$ cat src/rtl/ibex_irq_pkg.sv
// ibex_irq_pkg
// Shared types and constants for the ibex interrupt front-end.
//   irq_state_e : controller-facing interrupt FSM states
//   IRQ_ID_*    : exception cause ids of the interrupt sources
//   make_cause  : builds the 6-bit interrupt cause {1'b1, id}
package ibex_irq_pkg;

  typedef enum logic [1:0] {
    IDLE        = 2'd0,
    REQ         = 2'd1,
    HANDLER     = 2'd2,
    NMI_HANDLER = 2'd3
  } irq_state_e;

  localparam int unsigned IRQ_ID_SW        = 3;
  localparam int unsigned IRQ_ID_TIMER     = 7;
  localparam int unsigned IRQ_ID_EXT       = 11;
  localparam int unsigned IRQ_ID_FAST_BASE = 16;
  localparam int unsigned IRQ_ID_NMI       = 31;

  function automatic logic [5:0] make_cause(input logic [4:0] id);
    return {1'b1, id};
  endfunction

endpackage

$ cat src/rtl/ibex_irq_ctrl_gen_prio_enc.sv
// ibex_irq_prio_enc
// Combinational priority encoder over the 32-entry eligible vector.
//   elig_i  : eligible sources indexed by cause id
//   valid_o : at least one source is eligible
//   id_o    : winning cause id
// Order, highest first: NMI (31), fast lines 30..16, external (11),
// software (3), timer (7).
module ibex_irq_prio_enc
  import ibex_irq_pkg::*;
(
  input  logic [31:0] elig_i,
  output logic        valid_o,
  output logic [4:0]  id_o
);

  // Later assignments override earlier ones, so checks run lowest priority first.
  always_comb begin
    id_o = '0;
    if (elig_i[IRQ_ID_TIMER]) id_o = 5'(IRQ_ID_TIMER);
    if (elig_i[IRQ_ID_SW])    id_o = 5'(IRQ_ID_SW);
    if (elig_i[IRQ_ID_EXT])   id_o = 5'(IRQ_ID_EXT);
    for (int i = IRQ_ID_FAST_BASE; i < 32; i++) begin
      if (elig_i[i]) id_o = 5'(i);
    end
  end

  assign valid_o = |elig_i;

endmodule

$ cat src/rtl/ibex_irq_ctrl_gen.sv
// ibex_irq_ctrl_gen
// Interrupt front-end: captures software/timer/external/fast/NMI sources,
// masks them, picks the highest-priority one and hands a single request
// plus stable 6-bit cause to the controller, tracking handler nesting.
// Ports:
//   clk_i, rst_i (sync, active-high)
//   irq_software_i, irq_timer_i, irq_external_i, irq_fast_i, irq_nm_i : sources
//   csr_mie_i, csr_mstatus_mie_i, debug_mode_i : masking
//   irq_ack_i, irq_done_i : controller handshake / handler exit
//   irq_req_o, irq_cause_o : request and cause
//   irq_pending_o : registered unmasked pending vector
//   in_handler_o, in_nmi_o : handler status
//   irq_count_o : accepted-interrupt counter (only with IBEX_IRQ_STATS_EN)
//
// state       | meaning
// IDLE        | no request, no handler active
// REQ         | request presented, cause frozen until ack or debug entry
// HANDLER     | maskable handler running; only NMI may request
// NMI_HANDLER | NMI handler running; everything blocked
module ibex_irq_ctrl_gen
  import ibex_irq_pkg::*;
#(
  parameter int unsigned          NUM_FAST  = 15,
  parameter logic [NUM_FAST-1:0] FAST_EDGE = {NUM_FAST{1'b0}}
) (
  input  logic                     clk_i,
  input  logic                     rst_i,
  input  logic                     irq_software_i,
  input  logic                     irq_timer_i,
  input  logic                     irq_external_i,
  input  logic [NUM_FAST-1:0]      irq_fast_i,
  input  logic                     irq_nm_i,
  input  logic [16+NUM_FAST-1:0]   csr_mie_i,
  input  logic                     csr_mstatus_mie_i,
  input  logic                     debug_mode_i,
  input  logic                     irq_ack_i,
  input  logic                     irq_done_i,
  output logic                     irq_req_o,
  output logic [5:0]               irq_cause_o,
  output logic [16+NUM_FAST-1:0]   irq_pending_o,
  output logic                     in_handler_o,
  output logic                     in_nmi_o,
  output logic [31:0]              irq_count_o
);

  localparam int unsigned W = IRQ_ID_FAST_BASE + NUM_FAST;

  irq_state_e          state_q, state_d;
  logic [4:0]          cause_id_q, cause_id_d;
  logic                ret_handler_q, ret_handler_d;
  logic                nmi_nested_q, nmi_nested_d;
  logic [NUM_FAST-1:0] fast_prev_q, fast_lat_q, fast_lat_d;
  logic                nm_prev_q, nmi_lat_q, nmi_lat_d;
  logic [W-1:0]        pend, pending_q;
  logic [31:0]         elig;
  logic                enc_valid;
  logic [4:0]          enc_id;
  logic                ack_take;

  // Debug entry beats a same-cycle ack: the request is withdrawn untaken.
  assign ack_take = (state_q == REQ) & irq_ack_i & ~debug_mode_i;

  always_comb begin
    pend = '0;
    pend[IRQ_ID_SW]    = irq_software_i;
    pend[IRQ_ID_TIMER] = irq_timer_i;
    pend[IRQ_ID_EXT]   = irq_external_i;
    for (int i = 0; i < NUM_FAST; i++) begin
      pend[IRQ_ID_FAST_BASE+i] = FAST_EDGE[i] ? fast_lat_q[i] : irq_fast_i[i];
    end
  end

  // Set wins over clear because the rise term is OR'ed in.
  always_comb begin
    for (int i = 0; i < NUM_FAST; i++) begin
      fast_lat_d[i] = FAST_EDGE[i] &
                      ((irq_fast_i[i] & ~fast_prev_q[i]) |
                       (fast_lat_q[i] &
                        ~(ack_take & (cause_id_q == 5'(IRQ_ID_FAST_BASE + i)))));
    end
    nmi_lat_d = (irq_nm_i & ~nm_prev_q) |
                (nmi_lat_q & ~(ack_take & (cause_id_q == 5'(IRQ_ID_NMI))));
  end

  always_comb begin
    elig = '0;
    elig[W-1:0] = pend & csr_mie_i & {W{csr_mstatus_mie_i & ~debug_mode_i}};
    elig[IRQ_ID_NMI] = nmi_lat_q & (state_q != NMI_HANDLER) & ~debug_mode_i;
  end

  ibex_irq_prio_enc u_prio_enc (
    .elig_i  (elig),
    .valid_o (enc_valid),
    .id_o    (enc_id)
  );

  always_comb begin
    state_d       = state_q;
    cause_id_d    = cause_id_q;
    ret_handler_d = ret_handler_q;
    nmi_nested_d  = nmi_nested_q;
    unique case (state_q)
      IDLE: begin
        if (enc_valid) begin
          cause_id_d    = enc_id;
          ret_handler_d = 1'b0;
          state_d       = REQ;
        end
      end
      REQ: begin
        if (debug_mode_i) begin
          ret_handler_d = 1'b0;
          state_d       = IDLE;
        end else if (irq_ack_i) begin
          ret_handler_d = 1'b0;
          if (cause_id_q == 5'(IRQ_ID_NMI)) begin
            nmi_nested_d = ret_handler_q;
            state_d      = NMI_HANDLER;
          end else begin
            state_d = HANDLER;
          end
        end
      end
      HANDLER: begin
        // Handler exit takes precedence; a waiting NMI is picked up from IDLE.
        if (irq_done_i) begin
          state_d = IDLE;
        end else if (elig[IRQ_ID_NMI]) begin
          cause_id_d    = 5'(IRQ_ID_NMI);
          ret_handler_d = 1'b1;
          state_d       = REQ;
        end
      end
      NMI_HANDLER: begin
        if (irq_done_i) begin
          state_d      = nmi_nested_q ? HANDLER : IDLE;
          nmi_nested_d = 1'b0;
        end
      end
      default: state_d = IDLE;
    endcase
  end

  always_ff @(posedge clk_i) begin
    if (rst_i) begin
      state_q       <= IDLE;
      cause_id_q    <= '0;
      ret_handler_q <= 1'b0;
      nmi_nested_q  <= 1'b0;
      fast_prev_q   <= '0;
      fast_lat_q    <= '0;
      nm_prev_q     <= 1'b0;
      nmi_lat_q     <= 1'b0;
      pending_q     <= '0;
    end else begin
      state_q       <= state_d;
      cause_id_q    <= cause_id_d;
      ret_handler_q <= ret_handler_d;
      nmi_nested_q  <= nmi_nested_d;
      fast_prev_q   <= irq_fast_i;
      fast_lat_q    <= fast_lat_d;
      nm_prev_q     <= irq_nm_i;
      nmi_lat_q     <= nmi_lat_d;
      pending_q     <= pend;
    end
  end

  assign irq_req_o     = (state_q == REQ);
  assign irq_cause_o   = (state_q == REQ) ? make_cause(cause_id_q) : 6'd0;
  assign irq_pending_o = pending_q;
  // A nested NMI request still runs inside the interrupted handler.
  assign in_handler_o  = (state_q == HANDLER) | (state_q == NMI_HANDLER) |
                         ((state_q == REQ) & ret_handler_q);
  assign in_nmi_o      = (state_q == NMI_HANDLER);

`ifdef IBEX_IRQ_STATS_EN
  logic [31:0] count_q;

  always_ff @(posedge clk_i) begin
    if (rst_i) begin
      count_q <= '0;
    end else if (ack_take && (count_q != 32'hFFFF_FFFF)) begin
      count_q <= count_q + 32'd1;
    end
  end

  assign irq_count_o = count_q;
`else
  assign irq_count_o = 32'd0;
`endif

endmodule

$ cat config.mk
export PLATFORM = sky130hd
export DESIGN_NAME = ibex_irq_ctrl_gen
export DESIGN_NICKNAME = d
export VERILOG_FILES = /design/src/rtl/ibex_irq_pkg.sv /design/src/rtl/ibex_irq_ctrl_gen_prio_enc.sv /design/src/rtl/ibex_irq_ctrl_gen.sv
export SDC_FILE = /design/constraint.sdc
export NUM_CORES = 1
export LEC_CHECK = 0
export ABC_AREA = 1
export BUFFER_PORTS_ARGS = -buffer_cell sky130_fd_sc_hd__buf_2
export CAP_MARGIN = 20
export CORE_MARGIN = 4
export CORE_UTILIZATION = 45
export CTS_CLUSTER_SIZE = 28
export DETAILED_ROUTE_END_ITERATION = 10
export PLACE_DENSITY = 0.95
export SLEW_MARGIN = 20
export SYNTH_ARGS = -nofsm -noshare
export SYNTH_HDL_FRONTEND = slang
export SYNTH_HIERARCHICAL = 1
export SYNTH_SLANG_ARGS = --single-unit
$ cat constraint.sdc
create_clock -name clk_i -period 4 [get_ports clk_i]
set_clock_uncertainty 0.05 [all_clocks]
set_input_delay 0 -clock clk_i [delete_from_list [all_inputs] [get_ports clk_i]]
set_output_delay 0 -clock clk_i [all_outputs]
set_load 0.01 [all_outputs]
==> metrics, run 1 <==
status=finished clean; first-pass GRT wire length=7.57 mm; Slew HR=63.1%; routed vias=1964; number of antenna violations at the first check in global routing=0; Pre-antenna DRT Iters=5; Nets=458; sw frac=29.5%; WP data arrival=2.36 ns; share of cells above drive strength 1=20.1%; CTS tree=yes; CP required=4.11 ns; reg2reg path depth=12; type of the most critical hold path=primary input to flip-flop; I/O Buffers=69; Synth top area share=31.3%; crit path max fanout=7; commonest cells in the netlist=nor2_1 (66), nand2_1 (65), inv_1 (47), buf_4 (46), dfxtp_1 (29); Clock power frac=36.2%; CTS Sinks=29; setup repair bufs after CTS=0; Die Width=72.2 µm; Final TNS setup=0 ns; Post-CTS Hold Buffers=19; Worst Setup SP=state_q[0]; gpl congestion=0.841; # resized after CTS=0; FFs w/ async S/R, synth=0%; number of slew-limit violations in the final report=0; Met3 Wirelength=379 µm; synth-to-layout area growth=29.7%; Post-DP Area=0.00211 mm²; Final setup viols=0; Pwr per Cell Area=332 mW/mm²; ranking of synthesized cells by area=dfxtp_1 (31%), buf_4 (19%), nor2_1 (13%); CTS root buf=clkbuf_8; dpl hpwl=3.43 mm; Die Area=0.00522 mm²; Post-synth EDFFs=0; Int Power=564 µW; flop-to-flop setup slack=1.75 ns; Core Rows=23; Vias/cell=4.35; highest routed layer=met4; CTS max path bufs=2; startpoint types=flip-flop; Seq/Total Area, Yosys=31.3%; Core Box Area=0.00400 mm²; total grt overflow=0; #FFs+latches synth=29; area of the mapped netlist=0.00186 mm²; peak supply drop=0.000151 V; Gate power share=23.6%; fin cells=452; reg2reg start=state_q[0]; Primary FF master, synth=dfxtp_1; placed insts=426; n_diodes=0; RR Endpoint=cause_id_q[2]; Mean Syn Cell Area=6.19 µm²; RSZ-0062 raised after global routing=no; fin crit share=56.3%; Yosys top cell by area=dfxtp_1; H-tree depth=2; fmax=444 MHz; NetSw=236 µW; largest net degree at the start of global routing=20; Reg power frac=40.2%; final hold vios=0; Crit Path Class=flip-flop to flip-flop; mean routed wirelength per cell=10.6 µm; CP endpoint=cause_id_q[2]; clock-pin transition on the worst setup and hold timing paths=0.06 ns; design area=0.00241 mm²; clock buffer count from CTS=5; # DRC=0; gate count of the mapped netlist=300; drt initial violations=127; Slew @ Worst Pin=0.553 ns; Final ANT Viol Nets=0; Max Cap Viol=0; fin crit period=2.25 ns; Synth Warn #=6; met1 WL=1.73 mm; met2 WL post-DR=2.50 mm; Worst setup EP type=flip-flop; Skew-Pair Late Insertion Delay=0.27 ns; total track usage=18.4%; Routed Wire Length=4.79 mm; top-count cell post-synth=nor2_1; Die Y-Extent=72.2 µm; Synth cell types=17; Starting Density=46.4%; IO Pins=128; number of global-route vias before repair=1830; static leakage=1.41 nW
layer usage:
metal	track usage [%]	up-vias
li1	-	999
met1	17.9	843
met2	35.6	103
met3	4.02	19
met4	9.19	0
met5	0	-
metrics by stage:
stage               util [%]  hold slack (ns)  total power, mW  worst slack [ns]
finish                  60.2           0.0344            0.800              1.75
global route            60.2           0.0705            0.847              1.42
CTS                     60.2           0.0322            0.805              1.79
detailed placement      52.9            0.157            0.497              1.69
global placement        52.9            0.154            0.491              1.78
floorplan                  -           0.0570            0.473              2.05
power by group through the flow:
stage                     registers, mW  clock network (mW)  logic, mW
after CTS                         0.321               0.299      0.185
final                             0.322               0.290      0.189
after detailed placement          0.328                   0      0.169
after global placement            0.326                   0      0.165
after floorplan                   0.331                   0      0.142
after global routing              0.324               0.310      0.213
flip-flops by register name, indices dropped and copies added, names as in the netlist:
name           count
nmi_nested_q       1
nmi_lat_q          1
nm_prev_q          1
state_q            2
cause_id_q         5
irq_pending_o     18
ret_handler_q      1
cell type report:
type	instances	area (µm²)
well taps	50	62.6
fillers	373	1590
inverters	48	180
multi-input cells	230	946
repair buffers	88	536
clock buffers	5	68.8
clock inverters	2	35.0
flip-flops and latches	29	581
worst max-delay path: stages (launching register included):
cell	delay, ns
dfxtp_1	0.46
nand2_1	0.11
inv_1	0.14
nor2_1	0.08
nor2_1	0.13
nand2_1	0.08
nor2_1	0.12
nand2_1	0.08
nor4_1	0.25
nand3_1	0.13
nand2_1	0.17
a21boi_4	0.25
a21oi_1	0.09
worst min path at each step:
stage              startpoint                end  depth (start not counted)
2_1_floorplan  irq_external_i  irq_pending_o[11]                          2
3_3_place_gp         irq_nm_i          nm_prev_q                          3
3_5_place_dp         irq_nm_i          nm_prev_q                          3
4_1_cts             irq_ack_i          nmi_lat_q                          4
5_1_grt                 rst_i  irq_pending_o[17]                          2
6_report            irq_ack_i          nmi_lat_q                          4
cell usage in the layout (no fill, tap or decap), drive strengths merged:
cell,count
clkbuf,5
a21oi,6
clkinv,1
o21bai,2
a21boi,1
bufinv,1
nand3,13
inv,48
nor4,4
or3b,1
o21ai,11
buf,69
dfxtp,29
dlygate4sd3,19
nand2,65
nor2,69
conb,58
kinds of logic after synthesis:
family | count (synthesis) | synth area share, %
flops | 29 | 31.3
other cells | 1 | 0.202
simple gates | 152 | 32.8
buf+inv | 98 | 29.3
compound gates | 20 | 6.40
Note: power is estimated with default switching activity, not from simulation.
==> inputs of run 2 (changes only) <==
- CORE_UTILIZATION: 45 -> 38
- PLACE_DENSITY: 0.95 -> 0.89
- clock period: 4 -> 1.85 ns (I/O delays scaled with it)
==> run 2 against run 1 <==
Effect of this change: clock-buffer cell count increased by 2; power increased by 120%; sequential power increased by 110%; utilization decreased by 5.5 points; cell count increased by 6.9%; global-route usage decreased by 3.3 points; clock power increased by 100%; critical path type is now primary input to flip-flop; the flow now finishes with violations (setup timing); combinational power increased by 150%; die area increased by 16%.
==> metrics, run 2 (synthesized netlist as in run 1, its figures left out) <==
Die Area=0.00607 mm²; crit path max fanout=5; number of global-route vias before repair=1724; setup slack after layout=-0.0915 ns; final-layout fill cell count=453; fin crit period=1.94 ns; routed vias=1948; max reg flops=18; CP required=1.96 ns; Final setup viols=8; static leakage=1.48 nW; total grt overflow=0; fin cells=483; final hold vios=0; Vias/cell=4.03; Crit Path Class=primary input to flip-flop; placed insts=452; cell count along the critical path=13; Worst setup EP type=flip-flop; final core occ=54.7%; n_diodes=0; clock-pin transition on the worst setup and hold timing paths=0.06 ns; mean routed wirelength per cell=9.74 µm; total track usage=15.0%; Post-DP Area=0.00222 mm²; Nets=471; crit path cell chain=dlygate4sd3_1 > buf_2 > nand2_2 > nor2_2 > nor2_2 > nand2_1 > nor2_2 > nand2_1 > nor4_1 > nand3_1 > nand2_2 > a21boi_4 > a21oi_1; fmax=515 MHz; most common cell after layout, fill and taps aside=buf_2; status=finished, violations left; Routed Wire Length=4.71 mm; dpl hpwl=3.49 mm; IO Pins=128; total power=1.74 mW; sw frac=30.8%; CTS max path bufs=2; Crit path top cell by count=nor2_2; largest net degree at the start of global routing=20; synth-to-layout area growth=39.1%; Die Width=77.9 µm; I/O Buffers=69; CTS Sinks=29; reg2reg path depth=12; share of cells above drive strength 1=26.7%; Skew-Pair Late Insertion Delay=0.28 ns; max incr delay on CP=0.54 ns; first-pass GRT wire length=7.27 mm; Max Cap Viol=0; fin crit share=105%; WHS=0.0142 ns; Gate power share=26.9%; CP delay by family, top=simple AND/OR/NAND/NOR gates; commonest non-fill, non-tap cells in the layout=buf_2 (69), nor2_1 (62), nand2_1 (59); Final TNS setup=-0.494 ns; CTS tree=yes; Core Box Area=0.00472 mm²; Core Rows=25; startpoint types=primary input; number of slew-limit violations in the final report=0; CTS root buf=clkbuf_8; Hold Crit Depth=4; Final ANT Viol Nets=0; type of the most critical hold path=primary input to flip-flop; Crit-path slowest cell=dlygate4sd3_1; Pre-antenna DRT Iters=4; WP data arrival=2.05 ns; gpl congestion=0.901; peak supply drop=0.000284 V; Clock power frac=33.5%; # DRC=0; Starting Density=39.3%; NetSw=536 µW; Int Power=1.20 mW; crit path buf inv count=2; RSZ-0062 raised after global routing=yes; design area=0.00258 mm²; Reg power frac=39.7%; Die Y-Extent=77.9 µm; failing checks=setup timing; H-tree depth=2; clock buffer count from CTS=5; number of antenna violations at the first check in global routing=0; drt initial violations=88; Pwr per Cell Area=674 mW/mm²; dpl ws=-0.0747 ns
## run 2: final timing paths
path | startpoint | end | slack (ns)
max | irq_fast_i[14] | cause_id_q[3] | -0.09
min | irq_ack_i | nmi_lat_q | 0.01
max reg2reg | state_q[1] | cause_id_q[3] | -0.06
min reg2reg | nm_prev_q | nmi_lat_q | 0.37
## run 2: power by group through the flow
stage,registers (mW),clock network [mW],logic [mW]
6_report,0.690,0.582,0.467
5_1_grt,0.695,0.637,0.525
4_1_cts,0.690,0.604,0.439
3_5_place_dp,0.703,0,0.397
3_3_place_gp,0.700,0,0.391
2_1_floorplan,0.717,0,0.309
## run 2: area by class of cell
cell class	count	area, µm²	share of cell area, %
clock inverters	1	5.00	0.194
flip-flops and latches	29	583	22.6
clock buffers	7	96.3	3.73
multi-input cells	230	988	38.3
well taps	67	83.8	3.25
repair buffers	101	646	25.0
inverters	48	180	6.98
## run 2: repair_timing
item,CTS,global route
pin swaps,1,3
hold buffers,19,0
setup endpoints to repair,7,8
hold endpoints to repair,20,0
gates resized for setup,5,8
buffers inserted,1,3
## run 2: per-layer routing
layer	up-vias	part of all wire (%)	global-route usage, %
met5	-	0	0
met4	0	1.3	5.59
met3	5	7.3	4.18
met2	68	53	28.6
met1	852	39	15.4
li1	1023	-	-
## run 2: worst register-to-register path, cell delays in order, from the launching register on
cell and delay, ns:
dfxtp_2 0.33, nand2_2 0.06, inv_2 0.07, nor2_4 0.04, nor2_2 0.13, nand2_1 0.11
nor2_2 0.12, nand2_1 0.08, nor4_1 0.23, nand3_1 0.15, nand2_2 0.10, a21boi_4 0.23
a21oi_1 0.10
==> inputs of run 3 (changes only) <==
- CTS_BUF_LIST: default -> sky130_fd_sc_hd__clkbuf_8 sky130_fd_sc_hd__clkbuf_16
- PLACE_DENSITY: 0.89 -> default
- PLACE_DENSITY_LB_ADDON: default -> 0.05
==> run 3 against run 2 <==
Effect of this change: the run still ends with setup timing left; global-route usage shrank 0.54 points; power grew 3.5%; register-to-register slack improved by 0.03 ns; die area unchanged; via count decreased by 0.56%; critical path type is now flip-flop to flip-flop.
==> metrics, run 3 (synthesized netlist as in run 1, its figures left out) <==
final hold vios=0; startpoint types=flip-flop; Clock power frac=34.7%; Die Width=77.9 µm; Skew-Pair Late Insertion Delay=0.28 ns; fmax=532 MHz; fin crit period=1.88 ns; CTS tree=yes; WHS=0.0480 ns; most common cell after layout, fill and taps aside=buf_2; gpl congestion=0.793; Final setup viols=3; synth-to-layout area growth=43.1%; Starting Density=39.3%; status=finished, violations left; H-tree depth=2; RSZ-0062 raised after global routing=yes; clock-pin transition on the worst setup and hold timing paths=0.06 ns; peak supply drop=0.000354 V; number of antenna violations at the first check in global routing=0; Routed Wire Length=4.57 mm; dpl hpwl=3.50 mm; Core Box Area=0.00472 mm²; CTS root buf=clkbuf_8; Pre-antenna DRT Iters=4; Pwr per Cell Area=678 mW/mm²; Gate power share=27.0%; number of global-route vias before repair=1735; setup slack after layout=-0.0297 ns; drt initial violations=59; # DRC=0; largest net degree at the start of global routing=20; I/O Buffers=69; mean routed wirelength per cell=9.33 µm; Die Y-Extent=77.9 µm; first-pass GRT wire length=7.02 mm; routed vias=1937; failing checks=setup timing; fin cells=490; Int Power=1.27 mW; number of slew-limit violations in the final report=0; Die Area=0.00607 mm²; Final ANT Viol Nets=0; NetSw=528 µW; CTS Sinks=29; sw frac=29.3%; WP data arrival=1.99 ns; max reg flops=18; Hold Crit Depth=4; crit path max fanout=5; IO Pins=128; placed insts=458; CP required=1.96 ns; share of cells above drive strength 1=27.7%; clock buffer count from CTS=5; fin crit share=102%; static leakage=1.53 nW; reg2reg path depth=12; total grt overflow=0; Nets=479; Core Rows=25; Worst setup EP type=flip-flop; CTS max path bufs=2; final-layout fill cell count=490; Crit Path Class=flip-flop to flip-flop; type of the most critical hold path=primary input to flip-flop; Max Cap Viol=0; total track usage=14.5%; n_diodes=0; Reg power frac=38.3%; commonest non-fill, non-tap cells in the layout=buf_2 (69), nor2_1 (63), nand2_1 (60); Vias/cell=3.95
## run 3: cell count changes in the layout (fill, tap and decap cells not counted)
cell,before,now
nor2_1,62,63
buf_4,12,20
nor4_2,0,1
nor2_4,1,3
clkbuf_8,7,5
nand2_1,59,60
nor4_1,4,3
nand2_2,6,5
bufinv_16,0,1
nor2_2,6,3
## run 3: power by group through the flow
stage	combinational [mW]	sequential, mW	clock, mW
floorplan	0.309	0.717	0
global placement	0.407	0.702	0
detailed placement	0.408	0.704	0
CTS	0.466	0.691	0.649
global route	0.545	0.695	0.668
finish	0.487	0.690	0.624
## run 3: repair_timing
action,CTS,global route
buffers inserted,5,1
endpoints found under the hold margin,20,0
hold buffers,19,0
resized for setup,5,9
pin swaps,2,3
setup endpoints to repair,8,8
## run 3: cell type report
| class | count | area, µm² | share of cell area (%) |
|---|---|---|---|
| Clock buffer | 5 | 68.8 | 2.59 |
| Clock inverter | 2 | 35.0 | 1.32 |
| Inverter | 48 | 180 | 6.78 |
| Multi-Input combinational cell | 230 | 1000 | 37.6 |
| Sequential cell | 29 | 583 | 22.0 |
| Tap cell | 67 | 83.8 | 3.16 |
| Timing Repair Buffer | 109 | 706 | 26.6 |
## run 3: worst paths after layout
| path | startpoint | endpoint | slack, ns |
|---|---|---|---|
| max reg2reg | state_q[1] | cause_id_q[0] | -0.03 |
| min | irq_ack_i | nmi_lat_q | 0.05 |
| max | state_q[1] | cause_id_q[0] | -0.03 |
| min reg2reg | nm_prev_q | nmi_lat_q | 0.38 |
## run 3: metal layers
layer | GRT usage (%) | wire length [µm] | vias up
li1 | - | - | 1034
met1 | 14.9 | 1810 | 812
met2 | 26.1 | 2240 | 82
met3 | 4.99 | 430 | 9
met4 | 6.82 | 93 | 0
met5 | 0 | 0 | -
## run 3: stage by stage
step           instance area [µm²]  worst slack (ns)  power [mW]  TNS (ns)  utilization [%]
6_report                      2660           -0.0297        1.80   -0.0360             56.2
5_1_grt                       2660            -0.171        1.91     -1.06             56.2
4_1_cts                       2610           -0.0434        1.81    -0.104             55.3
3_5_place_dp                  2270           -0.0671        1.11    -0.298             48.0
3_3_place_gp                  2270           -0.0197        1.11   -0.0665             48.0
2_1_floorplan                 2080            0.0174        1.03         0                -
## run 3: worst max-delay path, stage by stage (launching register included)
cell      delay (ns)
dfxtp_2         0.33
nand2_2         0.06
inv_2           0.07
nor2_4          0.04
nor2_4          0.10
nand2_2         0.08
nor2_4          0.09
nand2_2         0.07
nor4_2          0.25
nand3_1         0.15
nand2_2         0.11
a21boi_4        0.25
a21oi_1         0.11
